File: src/rtl/grayscale_vga_transmitter.sv
`default_nettype none
// ============================================================================
// Module      : grayscale_vga_transmitter
// Description : Output stage of the edge-detection pipeline. Grayscale pixels
//               arrive over a valid/ready handshake and are buffered in a small
//               FIFO. The module generates VGA raster timing and replays the
//               buffered pixels, replicated to RGB, aligned to the frame start.
//
// Ports       : I_CLK          system clock
//               I_RESET        asynchronous, active-high reset
//               I_PIXEL        grayscale pixel (P_SUBPIXEL_DEPTH bits)
//               I_PIXEL_SOF    first pixel of a frame (column 0, row 0)
//               I_PIXEL_VALID  input pixel valid
//               I_THRESHOLD    binarisation threshold (optional feature only)
//               O_PIXEL_READY  FIFO not full (registered)
//               O_PIXEL_TICK   one-I_CLK strobe per pixel period
//               O_HSYNC        horizontal sync, active-low
//               O_VSYNC        vertical sync, active-low
//               O_DATA_VALID   output lies in the active region
//               O_PIXEL        RGB pixel {g,g,g}
//               O_UNDERFLOW    sticky: FIFO starved or frame misaligned
//
// Options     : GRAYSCALE_VGA_TRANSMITTER_THRESHOLD_EN
//               Adds I_THRESHOLD; active pixels become all-ones when
//               g >= I_THRESHOLD, otherwise black.
//
// Revision    : 1.0 - initial release
// ============================================================================
module grayscale_vga_transmitter #(
    parameter int P_FRAME_COLUMNS  = 640,
    parameter int P_FRAME_ROWS     = 480,
    parameter int P_H_FRONT        = 16,
    parameter int P_H_SYNC         = 96,
    parameter int P_H_BACK         = 48,
    parameter int P_V_FRONT        = 10,
    parameter int P_V_SYNC         = 2,
    parameter int P_V_BACK         = 33,
    parameter int P_PIXEL_DEPTH    = 24,
    parameter int P_SUBPIXEL_DEPTH = P_PIXEL_DEPTH / 3,
    parameter int P_CLK_DIV        = 2,
    parameter int P_FIFO_DEPTH     = 16
) (
    input  logic                        I_CLK,
    input  logic                        I_RESET,
    input  logic [P_SUBPIXEL_DEPTH-1:0] I_PIXEL,
    input  logic                        I_PIXEL_SOF,
    input  logic                        I_PIXEL_VALID,
`ifdef GRAYSCALE_VGA_TRANSMITTER_THRESHOLD_EN
    input  logic [P_SUBPIXEL_DEPTH-1:0] I_THRESHOLD,
`endif
    output logic                        O_PIXEL_READY,
    output logic                        O_PIXEL_TICK,
    output logic                        O_HSYNC,
    output logic                        O_VSYNC,
    output logic                        O_DATA_VALID,
    output logic [P_PIXEL_DEPTH-1:0]    O_PIXEL,
    output logic                        O_UNDERFLOW
);

    // ------------------------------------------------------------------
    // Derived constants
    // ------------------------------------------------------------------
    localparam int H_TOTAL = P_FRAME_COLUMNS + P_H_FRONT + P_H_SYNC + P_H_BACK;
    localparam int V_TOTAL = P_FRAME_ROWS + P_V_FRONT + P_V_SYNC + P_V_BACK;
    // +1 so that the exclusive sync end bound always fits in the counter width
    localparam int H_W     = $clog2(H_TOTAL + 1);
    localparam int V_W     = $clog2(V_TOTAL + 1);
    localparam int DIV_W   = (P_CLK_DIV > 1) ? $clog2(P_CLK_DIV) : 1;
    localparam int ADDR_W  = (P_FIFO_DEPTH > 1) ? $clog2(P_FIFO_DEPTH) : 1;
    localparam int CNT_W   = $clog2(P_FIFO_DEPTH + 1);
    localparam int ENTRY_W = P_SUBPIXEL_DEPTH + 1;

    localparam logic [H_W-1:0]    C_H_LAST     = H_W'(H_TOTAL - 1);
    localparam logic [V_W-1:0]    C_V_LAST     = V_W'(V_TOTAL - 1);
    localparam logic [H_W-1:0]    C_COLS       = H_W'(P_FRAME_COLUMNS);
    localparam logic [V_W-1:0]    C_ROWS       = V_W'(P_FRAME_ROWS);
    localparam logic [H_W-1:0]    C_HS_START   = H_W'(P_FRAME_COLUMNS + P_H_FRONT);
    localparam logic [H_W-1:0]    C_HS_END     = H_W'(P_FRAME_COLUMNS + P_H_FRONT + P_H_SYNC);
    localparam logic [V_W-1:0]    C_VS_START   = V_W'(P_FRAME_ROWS + P_V_FRONT);
    localparam logic [V_W-1:0]    C_VS_END     = V_W'(P_FRAME_ROWS + P_V_FRONT + P_V_SYNC);
    localparam logic [DIV_W-1:0]  C_DIV_LAST   = DIV_W'(P_CLK_DIV - 1);
    localparam logic [ADDR_W-1:0] C_ADDR_LAST  = ADDR_W'(P_FIFO_DEPTH - 1);
    localparam logic [CNT_W-1:0]  C_DEPTH      = CNT_W'(P_FIFO_DEPTH);

    // State encoding
    localparam logic [1:0] S_IDLE       = 2'd0;
    localparam logic [1:0] S_WAIT_FRAME = 2'd1;
    localparam logic [1:0] S_STREAM     = 2'd2;

    // ------------------------------------------------------------------
    // Declarations
    // ------------------------------------------------------------------
    logic [DIV_W-1:0]         div_q, div_d;
    logic [H_W-1:0]           h_q, h_d;
    logic [V_W-1:0]           v_q, v_d;
    logic                     tick;
    logic                     active;
    logic                     at_origin;
    logic                     in_hsync;
    logic                     in_vsync;

    logic [ENTRY_W-1:0]       mem_q [P_FIFO_DEPTH];
    logic [ADDR_W-1:0]        wr_ptr_q, wr_ptr_d;
    logic [ADDR_W-1:0]        rd_ptr_q, rd_ptr_d;
    logic [CNT_W-1:0]         count_q, count_d;
    logic                     ready_q, ready_d;
    logic                     push;
    logic                     pop;
    logic                     empty;
    logic [ENTRY_W-1:0]       head;
    logic                     head_sof;
    logic [P_SUBPIXEL_DEPTH-1:0] head_gray;
    logic [P_PIXEL_DEPTH-1:0] head_rgb;

    logic [1:0]               state_q, state_d;
    logic                     drive_pixel;
    logic                     set_underflow;

    logic                     pixel_tick_q, pixel_tick_d;
    logic                     hsync_q, hsync_d;
    logic                     vsync_q, vsync_d;
    logic                     data_valid_q, data_valid_d;
    logic [P_PIXEL_DEPTH-1:0] pixel_q, pixel_d;
    logic                     underflow_q, underflow_d;

    // ------------------------------------------------------------------
    // Pixel divider and raster counters
    // ------------------------------------------------------------------
    always_comb begin
        tick  = (div_q == C_DIV_LAST);
        div_d = tick ? '0 : div_q + DIV_W'(1);
        h_d   = h_q;
        v_d   = v_q;
        if (tick) begin
            if (h_q == C_H_LAST) begin
                h_d = '0;
                v_d = (v_q == C_V_LAST) ? '0 : v_q + V_W'(1);
            end else begin
                h_d = h_q + H_W'(1);
            end
        end
    end

    always_comb begin
        active    = (h_q < C_COLS) && (v_q < C_ROWS);
        at_origin = (h_q == '0) && (v_q == '0);
        in_hsync  = (h_q >= C_HS_START) && (h_q < C_HS_END);
        in_vsync  = (v_q >= C_VS_START) && (v_q < C_VS_END);
    end

    // ------------------------------------------------------------------
    // Input FIFO: entries are {sof, gray}
    // ------------------------------------------------------------------
    always_comb begin
        push      = I_PIXEL_VALID && ready_q;
        empty     = (count_q == '0);
        head      = mem_q[rd_ptr_q];
        head_sof  = head[ENTRY_W-1];
        head_gray = head[P_SUBPIXEL_DEPTH-1:0];
    end

    always_comb begin
        wr_ptr_d = wr_ptr_q;
        rd_ptr_d = rd_ptr_q;
        count_d  = count_q;
        if (push) begin
            wr_ptr_d = (wr_ptr_q == C_ADDR_LAST) ? '0 : wr_ptr_q + ADDR_W'(1);
        end
        if (pop) begin
            rd_ptr_d = (rd_ptr_q == C_ADDR_LAST) ? '0 : rd_ptr_q + ADDR_W'(1);
        end
        case ({push, pop})
            2'b10:   count_d = count_q + CNT_W'(1);
            2'b01:   count_d = count_q - CNT_W'(1);
            default: count_d = count_q;
        endcase
        // Ready reflects the post-update occupancy, so a push can never
        // land on a full FIFO even though ready is registered.
        ready_d = (count_d != C_DEPTH);
    end

    // Storage needs no reset: pointers and count define what is valid.
    always_ff @(posedge I_CLK) begin
        if (push) begin
            mem_q[wr_ptr_q] <= {I_PIXEL_SOF, I_PIXEL};
        end
    end

    // ------------------------------------------------------------------
    // Pixel colour mapping
    // ------------------------------------------------------------------
`ifdef GRAYSCALE_VGA_TRANSMITTER_THRESHOLD_EN
    always_comb begin
        head_rgb = (head_gray >= I_THRESHOLD) ? {P_PIXEL_DEPTH{1'b1}} : '0;
    end
`else
    always_comb begin
        head_rgb = {3{head_gray}};
    end
`endif

    // ------------------------------------------------------------------
    // Alignment state machine
    // ------------------------------------------------------------------
    always_ff @(posedge I_CLK or posedge I_RESET) begin
        if (I_RESET) begin
            state_q <= S_IDLE;
        end else begin
            state_q <= state_d;
        end
    end

    always_comb begin
        state_d = state_q;
        case (state_q)
            S_IDLE: begin
                if (!empty && head_sof) begin
                    state_d = S_WAIT_FRAME;
                end
            end
            S_WAIT_FRAME: begin
                if (tick && at_origin) begin
                    state_d = S_STREAM;
                end
            end
            S_STREAM: begin
                if (tick && active) begin
                    if (empty) begin
                        state_d = S_IDLE;
                    end else if (head_sof && !at_origin) begin
                        state_d = S_IDLE;
                    end
                end
            end
            default: state_d = S_IDLE;
        endcase
    end

    // The frame-start tick is itself the first streamed pixel, so the
    // WAIT_FRAME -> STREAM transition also pops and drives the SOF entry.
    always_comb begin
        pop           = 1'b0;
        drive_pixel   = 1'b0;
        set_underflow = 1'b0;
        case (state_q)
            S_IDLE: begin
                // Drop stale pixels until a frame start reaches the head
                pop = !empty && !head_sof;
            end
            S_WAIT_FRAME: begin
                if (tick && at_origin) begin
                    pop         = 1'b1;
                    drive_pixel = 1'b1;
                end
            end
            S_STREAM: begin
                if (tick && active) begin
                    if (empty) begin
                        set_underflow = 1'b1;
                    end else begin
                        pop         = 1'b1;
                        drive_pixel = 1'b1;
                        // An SOF away from the origin means the stream slipped
                        if (head_sof && !at_origin) begin
                            set_underflow = 1'b1;
                        end
                    end
                end
            end
            default: ;
        endcase
    end

    // ------------------------------------------------------------------
    // Video output registers: loaded on tick cycles, held otherwise
    // ------------------------------------------------------------------
    always_comb begin
        pixel_tick_d = tick;
        hsync_d      = hsync_q;
        vsync_d      = vsync_q;
        data_valid_d = data_valid_q;
        pixel_d      = pixel_q;
        underflow_d  = underflow_q | set_underflow;
        if (tick) begin
            hsync_d      = !in_hsync;
            vsync_d      = !in_vsync;
            data_valid_d = active;
            pixel_d      = drive_pixel ? head_rgb : '0;
        end
    end

    always_ff @(posedge I_CLK or posedge I_RESET) begin
        if (I_RESET) begin
            div_q        <= '0;
            h_q          <= '0;
            v_q          <= '0;
            wr_ptr_q     <= '0;
            rd_ptr_q     <= '0;
            count_q      <= '0;
            ready_q      <= 1'b0;
            pixel_tick_q <= 1'b0;
            hsync_q      <= 1'b1;
            vsync_q      <= 1'b1;
            data_valid_q <= 1'b0;
            pixel_q      <= '0;
            underflow_q  <= 1'b0;
        end else begin
            div_q        <= div_d;
            h_q          <= h_d;
            v_q          <= v_d;
            wr_ptr_q     <= wr_ptr_d;
            rd_ptr_q     <= rd_ptr_d;
            count_q      <= count_d;
            ready_q      <= ready_d;
            pixel_tick_q <= pixel_tick_d;
            hsync_q      <= hsync_d;
            vsync_q      <= vsync_d;
            data_valid_q <= data_valid_d;
            pixel_q      <= pixel_d;
            underflow_q  <= underflow_d;
        end
    end

    assign O_PIXEL_READY = ready_q;
    assign O_PIXEL_TICK  = pixel_tick_q;
    assign O_HSYNC       = hsync_q;
    assign O_VSYNC       = vsync_q;
    assign O_DATA_VALID  = data_valid_q;
    assign O_PIXEL       = pixel_q;
    assign O_UNDERFLOW   = underflow_q;

endmodule
`default_nettype wire
File: config.mk
export PLATFORM = sky130hd
export DESIGN_NAME = grayscale_vga_transmitter
export DESIGN_NICKNAME = d
export VERILOG_FILES = /design/src/rtl/grayscale_vga_transmitter.sv
export SDC_FILE = /design/constraint.sdc
export NUM_CORES = 1
export LEC_CHECK = 0
export ABC_AREA = 1
export BUFFER_PORTS_ARGS = -buffer_cell sky130_fd_sc_hd__buf_2
export CAP_MARGIN = 10
export CORE_UTILIZATION = 47
export DETAILED_ROUTE_END_ITERATION = 8
export GPL_TIMING_DRIVEN = 0
export SLEW_MARGIN = 0
export SYNTH_ARGS = -nofsm -noshare
export SYNTH_HDL_FRONTEND = slang
export SYNTH_SLANG_ARGS = --single-unit
export TNS_END_PERCENT = 10
File: constraint.sdc
create_clock -name I_CLK -period 3.1 [get_ports I_CLK]
set_input_delay 0.62 -clock I_CLK [delete_from_list [all_inputs] [get_ports I_CLK]]
set_output_delay 0.62 -clock I_CLK [all_outputs]
set_load 0.1 [all_outputs]
=== Word level (Yosys, flattened, before mapping) ===
Memories as Yosys holds them, arrays and structs flattened.
Index checks and enable logic that the tools add are counted.

* Bitwise operators: 1
* Mux-type cells: 24
* Add/sub/neg operators: 7
* Equal/unequal tests: 13
* Reduce and logical (&&, ||, !) cells: 21
* Magnitude comparators: 6

{| class="wikitable"
|+ Operators with widths
! cell !! count
|-
| 24-bit two-way mux || 1
|-
| 10-bit by 1-bit adder with 10-bit output (second input constant) || 2
|-
| 10-bit equality test (second input constant) || 2
|-
| 10-bit logical NOT || 2
|-
| 10-bit less-than comparator (second input constant) || 2
|-
| 10-bit by 9-bit less-than comparator with 1-bit output (second input constant) || 2
|-
| 10-bit two-way mux || 2
|-
| 10-bit >= comparator (second input constant) || 1
|-
| 10-bit by 9-bit >= comparator with 1-bit output (second input constant) || 1
|-
| 1-bit logical AND || 10
|-
| 1-bit two-way mux || 10
|-
| 2-bit two-way mux || 5
|-
| 5-bit one-hot mux with 2 select lines || 1
|-
| 4-bit by 1-bit adder with 4-bit output (second input constant) || 2
|-
| 4-bit equality test (second input constant) || 2
|-
| 4-bit two-way mux || 2
|-
| 2-bit inequality test (second input constant) || 3
|-
| 2-bit one-hot mux with 3 select lines || 1
|-
| 5-bit by 1-bit adder with 5-bit output (second input constant) || 1
|-
| 1-bit logical NOT || 5
|-
| 5-bit logical NOT || 1
|-
| 5-bit inequality test (second input constant) || 1
|-
| 5-bit by 1-bit subtractor with 5-bit output (second input constant) || 1
|-
| 2-bit by 1-bit equality test with 1-bit output (second input constant) || 2
|-
| other kinds (9) || 10
|}

* Input port bits: 12
* Output and inout port bits: 30
* Bits in registers: 66
* Memory bits (writable): 144
* Memories: 1

{| class="wikitable"
|+ Memories
! name !! depth !! width !! read ports !! clocked after memory_dff !! wr ports !! RTL line !! RTL
|-
| mem_q || 16 || 9 || 1 || 0 || 1 || 102 || <nowiki>logic [ENTRY_W-1:0] mem_q [P_FIFO_DEPTH];</nowiki>
|}

=== Logic depth before layout (Yosys ltp) ===
* Depth in word-level cells: 9
* Mapped depth: 20
* Gate-level depth less buffers: 20

=== Worst setup path before layout ===
OpenSTA, ideal clock, no wires.

* Path kind: flip-flop to flip-flop
* Start: register ready_q (netlist: O_PIXEL_READY)
* End: register ready_q (netlist: O_PIXEL_READY)
* Cell stages (with the launch flop): 11
* Library setup time: 129 ps
* Setup slack: 234 ps
* Arrival: 2,738 ps
* Required time: 2,971 ps
* Cell sequence: dfrtp_1 -> nand2_1 -> ha_1 -> fa_1 -> a21o_1 -> a21oi_1 -> inv_1 -> a21oi_1 -> o21ai_0 -> xor2_1 -> nand2_1

* Longest elaborated chain between the ends: 4

{| class="wikitable"
|+ RTL lines
! what !! RTL line !! RTL
|-
| start: declaration || 106 || <nowiki>logic ready_q, ready_d;</nowiki>
|-
| start signal: assignment || 314 || <nowiki>ready_q <= ready_d;</nowiki>
|-
| 1-bit logical AND * || 155 || <nowiki>push = I_PIXEL_VALID && ready_q;</nowiki>
|-
| 2-bit by 1-bit equality test with 1-bit output / 2-bit equality test (equally long branches) || 172 || <nowiki>case ({push, pop})</nowiki>
|-
| 5-bit one-hot mux with 2 select lines * || 172 ||
|-
| net count_d[4] || 105 || <nowiki>logic [CNT_W-1:0] count_q, count_d;</nowiki>
|-
| 5-bit inequality test * || 179 || <nowiki>ready_d = (count_d != C_DEPTH);</nowiki>
|-
| net ready_d || 106 ||
|}

Mark *: on every way through the listed nets, which the timed path passes. The rest lies on a longest branch.
A chain may end at the register's enable or synchronous reset.

=== Worst setup path in the final report ===
* Start: register v_q[6]
* End: register count_q[4]

* Longest elaborated chain between the ends: 7

{| class="wikitable"
|+ RTL lines
! what !! RTL line !! RTL
|-
| start: declaration || 95 || <nowiki>logic [V_W-1:0] v_q, v_d;</nowiki>
|-
| start signal: assignment || 310 || <nowiki>v_q <= v_d;</nowiki>
|-
| 10-bit by 9-bit less-than comparator with 1-bit output / 10-bit logical NOT (equally long branches) || 145, 146 ||
|-
| 1-bit logical AND, on equally long branches || 145, 146 ||
|-
| 1-bit logical AND, on equally long branches || 257, 251 ||
|-
| 1-bit two-way mux, on equally long branches || 257, 251 ||
|-
| 1-bit one-hot mux with 3 select lines * || 245 || <nowiki>case (state_q)</nowiki>
|-
| net pop || 108 || <nowiki>logic pop;</nowiki>
|-
| 2-bit by 1-bit equality test with 1-bit output / 2-bit equality test (equally long branches) || 172 ||
|-
| 5-bit one-hot mux with 2 select lines * || 172 ||
|-
| net count_d[4] || 105 ||
|-
| end signal: assignment || 313 || <nowiki>count_q <= count_d;</nowiki>
|-
| end: declaration || 105 ||
|}

Marked as above.

==> out/qor.csv <==
stage;metric;value;unit
setup_path;Critical Path RT;3.43;ns
synth;XOR/XNOR Fraction of Synth Area;1.53;%
synth;Synth cell types;47;
placement;placed cell areas;9150;um2
setup_path;Setup crit start;v_q[6]$_DFFE_PP0P_;
synth;top cells by count, synth;nand2_1 (196), edfxtp_1 (144), inv_1 (65), nand3_1 (50), dfrtp_1 (48);
clocking;CTS tree;yes;
clocking;Clk pin slew, worst setup/hold paths;0.07;ns
setup_path;CP Launch Type;flip-flop;
synth;simple-gate share of the synthesized area;17.2;%
drt;initial DRC count;410;
floorplanning;Die ar.;18800;um2
synth;Most used DFF post-synth;edfxtp_1;
setup_path;Reg2Reg Depth;18;
global_routing;initial antenna violation count;0;
synth;Compound-Gate Fraction of Synth Area;7.24;%
floorplanning;Starting Density;47.9;%
sta;final hold slack;0.0777;ns
setup_path;Critical R2R Capture;count_q[4]$_DFF_PP0_;
floorplanning;IO Pins;42;
final_layout;non-filler cells, final;1119;
clocking;CTS max path bufs;2;
synth;Post-Synth Adder-Cell Area;2.85;%
min_path;worst hold path class;in2async;
setup_path;R2R setup slack;0.09;ns
sta;final setup vio count;0;
sta;Worst Skew;0.0111;ns
final_layout;final instance area;10100;um2
synth;top cell type's share of synthesized area;50.3;%
drt;post-route antenna net violation count;0;
final_layout;diode count;0;
global_routing;vias in the first global route;5621;
sta;Fin. Hold Viols;0;
final_layout;final core occ;56.4;%
floorplanning;row count;49;
setup_path;Critical R2R Launch;v_q[6]$_DFFE_PP0P_;
placement;post-DP HPWL;13700;um
floorplanning;Die Y;137;um
placement;DP Cell Count;1052;
synth;Synth async-reset ratio;25.8;%
setup_path;CP max FO;4;
drt;DR WL/cell;18.0;um
drt;DR vias;6007;
synth;main combinational cell family by area after synthesis;simple AND/OR/NAND/NOR gates;
final_layout;Nets;908;
clocking;Skew-Pair Late Insertion Delay;0.44;ns
global_routing;largest net degree at the start of global routing;44;
sta;slew at the pin closest to its max-slew limit;1.22;ns
synth;cell area after synthesis;8600;um2
global_routing;first-pass GRT wire length;30300;um
global_routing;Remaining Overflow, GRT;0;
synth;Synth Instances;779;
synth;syn_nets;810;
synth;FF+latch count, synth;194;
sta;Slew Viols, Final;0;
sta;FMAX;332;MHz
floorplanning;DIE WIDTH;137;um
flow_run;Max Cap Viol;0;
drt;Total Wirelength;20200;um
clocking;Root Buffer;clkbuf_16;
setup_path;kind of critical path;reg2reg;
sta;setup TNS;0;ns
synth;Synth area leaders;edfxtp_1 (50%), dfrtp_1 (14%), nand2_1 (8.6%);
power;PwrDens;908;nW/um2
placement;Final GP Congestion;0.887;
sta;Slew HR;18.5;%
clocking;CTS buffer count;17;
synth;top-count cell post-synth;nand2_1;
synth;mux cell area share after synthesis;0.116;%
synth;biggest area consumer among synthesized cells;edfxtp_1;
final_layout;layout cells sized above 1;22.7;%
synth;Avg Cell Area, Syn;11.0;um2
floorplanning;core area;18000;um2
global_routing;GRT Total Usage;22.4;%
clocking;Clock Sinks;194;
sta;RSZ-0062 raised after global routing;true;
placement;PortBufs;41;
setup_path;CP endpoint kind;flip-flop;
power;Max VDD drop;692;uV
sta;min cycle time layout;3.01;ns
final_layout;Area growth syn-to-layout;17.8;%
sta;Final period util;97.1;%
setup_path;crit path DAT;3.34;ns
synth;Warnings, synthesis;0;
synth;EDFF count, synth;144;
clocking;H-tree depth;4;
drt;DRC;0;
power;Leak;0.00420;uW
status;outcome;finished, final reports clean;
drt;drt via density;5.37;
drt;DR pass1 iterations;6;
synth;sequential share of the synthesized area;64.9;%
cells in the final DEF, fill, tap and decap left out, types with 4 or more instances in the layout:
cell,count
buf_1,4
nor2_4,4
nor3_1,5
clkbuf_16,17
nand3_2,4
nand2_2,9
buf_2,54
xor2_1,13
nand2_1,190
a21oi_1,36
inv_2,9
nor3_2,4
nand3_1,48
a22oi_1,10
nor2_2,5
buf_4,57
a32o_1,4
o221ai_1,8
ha_1,15
inv_1,60
edfxtp_1,144
dfrtp_1,46
nor2_1,40
nand4_1,14
o21ai_0,21
inv_6,4
o22ai_1,4
registers in the layout, indices dropped and copies added, names as in the netlist:
| signal | cells |
|---|---|
| O_UNDERFLOW | 1 |
| mem_q | 144 |
| O_PIXEL_TICK | 1 |
| h_q | 10 |
| O_PIXEL | 8 |
| count_q | 5 |
| rd_ptr_q | 4 |
| div_q | 1 |
| O_HSYNC | 1 |
| O_PIXEL_READY | 1 |
| state_q | 2 |
| wr_ptr_q | 4 |
| O_VSYNC | 1 |
| v_q | 10 |
| O_DATA_VALID | 1 |
repair_timing:
item,CTS,global route
hold buffers,0,0
resized for setup,4,36
hold endpoints to repair,0,0
setup endpoints to repair,2,5
pin swaps,3,17
setup buffers,26,10
layer usage:
layer	GRT usage [%]	up-vias	share of wire [%]
li1	-	2875	-
met1	29.6	2904	44
met2	37.2	197	49
met3	4.38	31	5.7
met4	7.08	0	1.4
met5	0	-	0
worst max-delay path, stage by stage, from the launching register on:
cell and delay [ns]:
dfrtp_1 0.42, nand2_1 0.12, nor2_2 0.18, nand2_1 0.10
nand2_2 0.13, nor2_1 0.08, a21oi_4 0.16, nand2_2 0.09
nand2_4 0.09, inv_4 0.04, ha_4 0.17, fa_2 0.36
a21o_1 0.18, a21oi_1 0.13, inv_1 0.08, a21oi_1 0.12
o21ai_0 0.11, xor2_1 0.17, buf_4 0.15
layout make-up:
| class | count | area, um2 |
|---|---|---|
| buffer | 43 | 269 |
| tap | 229 | 287 |
| fill | 1493 | 7840 |
| inverter | 71 | 272 |
| timing repair buffer | 79 | 510 |
| multi-input combinational | 471 | 2630 |
| sequential | 194 | 5580 |
| clock buffer | 18 | 429 |
| clock inverter | 14 | 148 |
worst max path at each step:
| stage | end | slack (ns) | cells past startpoint |
|---|---|---|---|
| floorplan | O_PIXEL_READY$_DFF_PP0_ | 0.23 | 10 |
| global placement | O_PIXEL_READY$_DFF_PP0_ | -0.03 | 16 |
| detailed placement | O_PIXEL_READY$_DFF_PP0_ | -0.19 | 16 |
| CTS | count_q[4]$_DFF_PP0_ | 0.007 | 20 |
| global route | O_PIXEL_READY$_DFF_PP0_ | -0.11 | 19 |
| finish | count_q[4]$_DFF_PP0_ | 0.09 | 18 |
cells by family after synthesis:
group	count (synthesis)
and+or+nand+nor	337
DFF	194
buffers and inverters	114
AOI/OAI and AO/OA	99
adders and majority gates	19
xor gates and xnor gates	15
muxes	1
power by group:
part / internal (uW) / switching, uW / leakage (uW)
Clock: 1130 / 1010 / 0.000272
Sequential: 3150 / 168 / 0.00193
Combinational: 1130 / 2600 / 0.00200
Total: 5410 / 3780 / 0.00420
stage by stage:
stage | worst slack, ns | power (uW)
final | 0.0894 | 9190
after global routing | -0.113 | 9680
after CTS | 0.00703 | 8970
after detailed placement | -0.187 | 6760
after global placement | -0.0270 | 6640
after floorplan | 0.234 | 5840
Power figures use the tool's default switching activity.
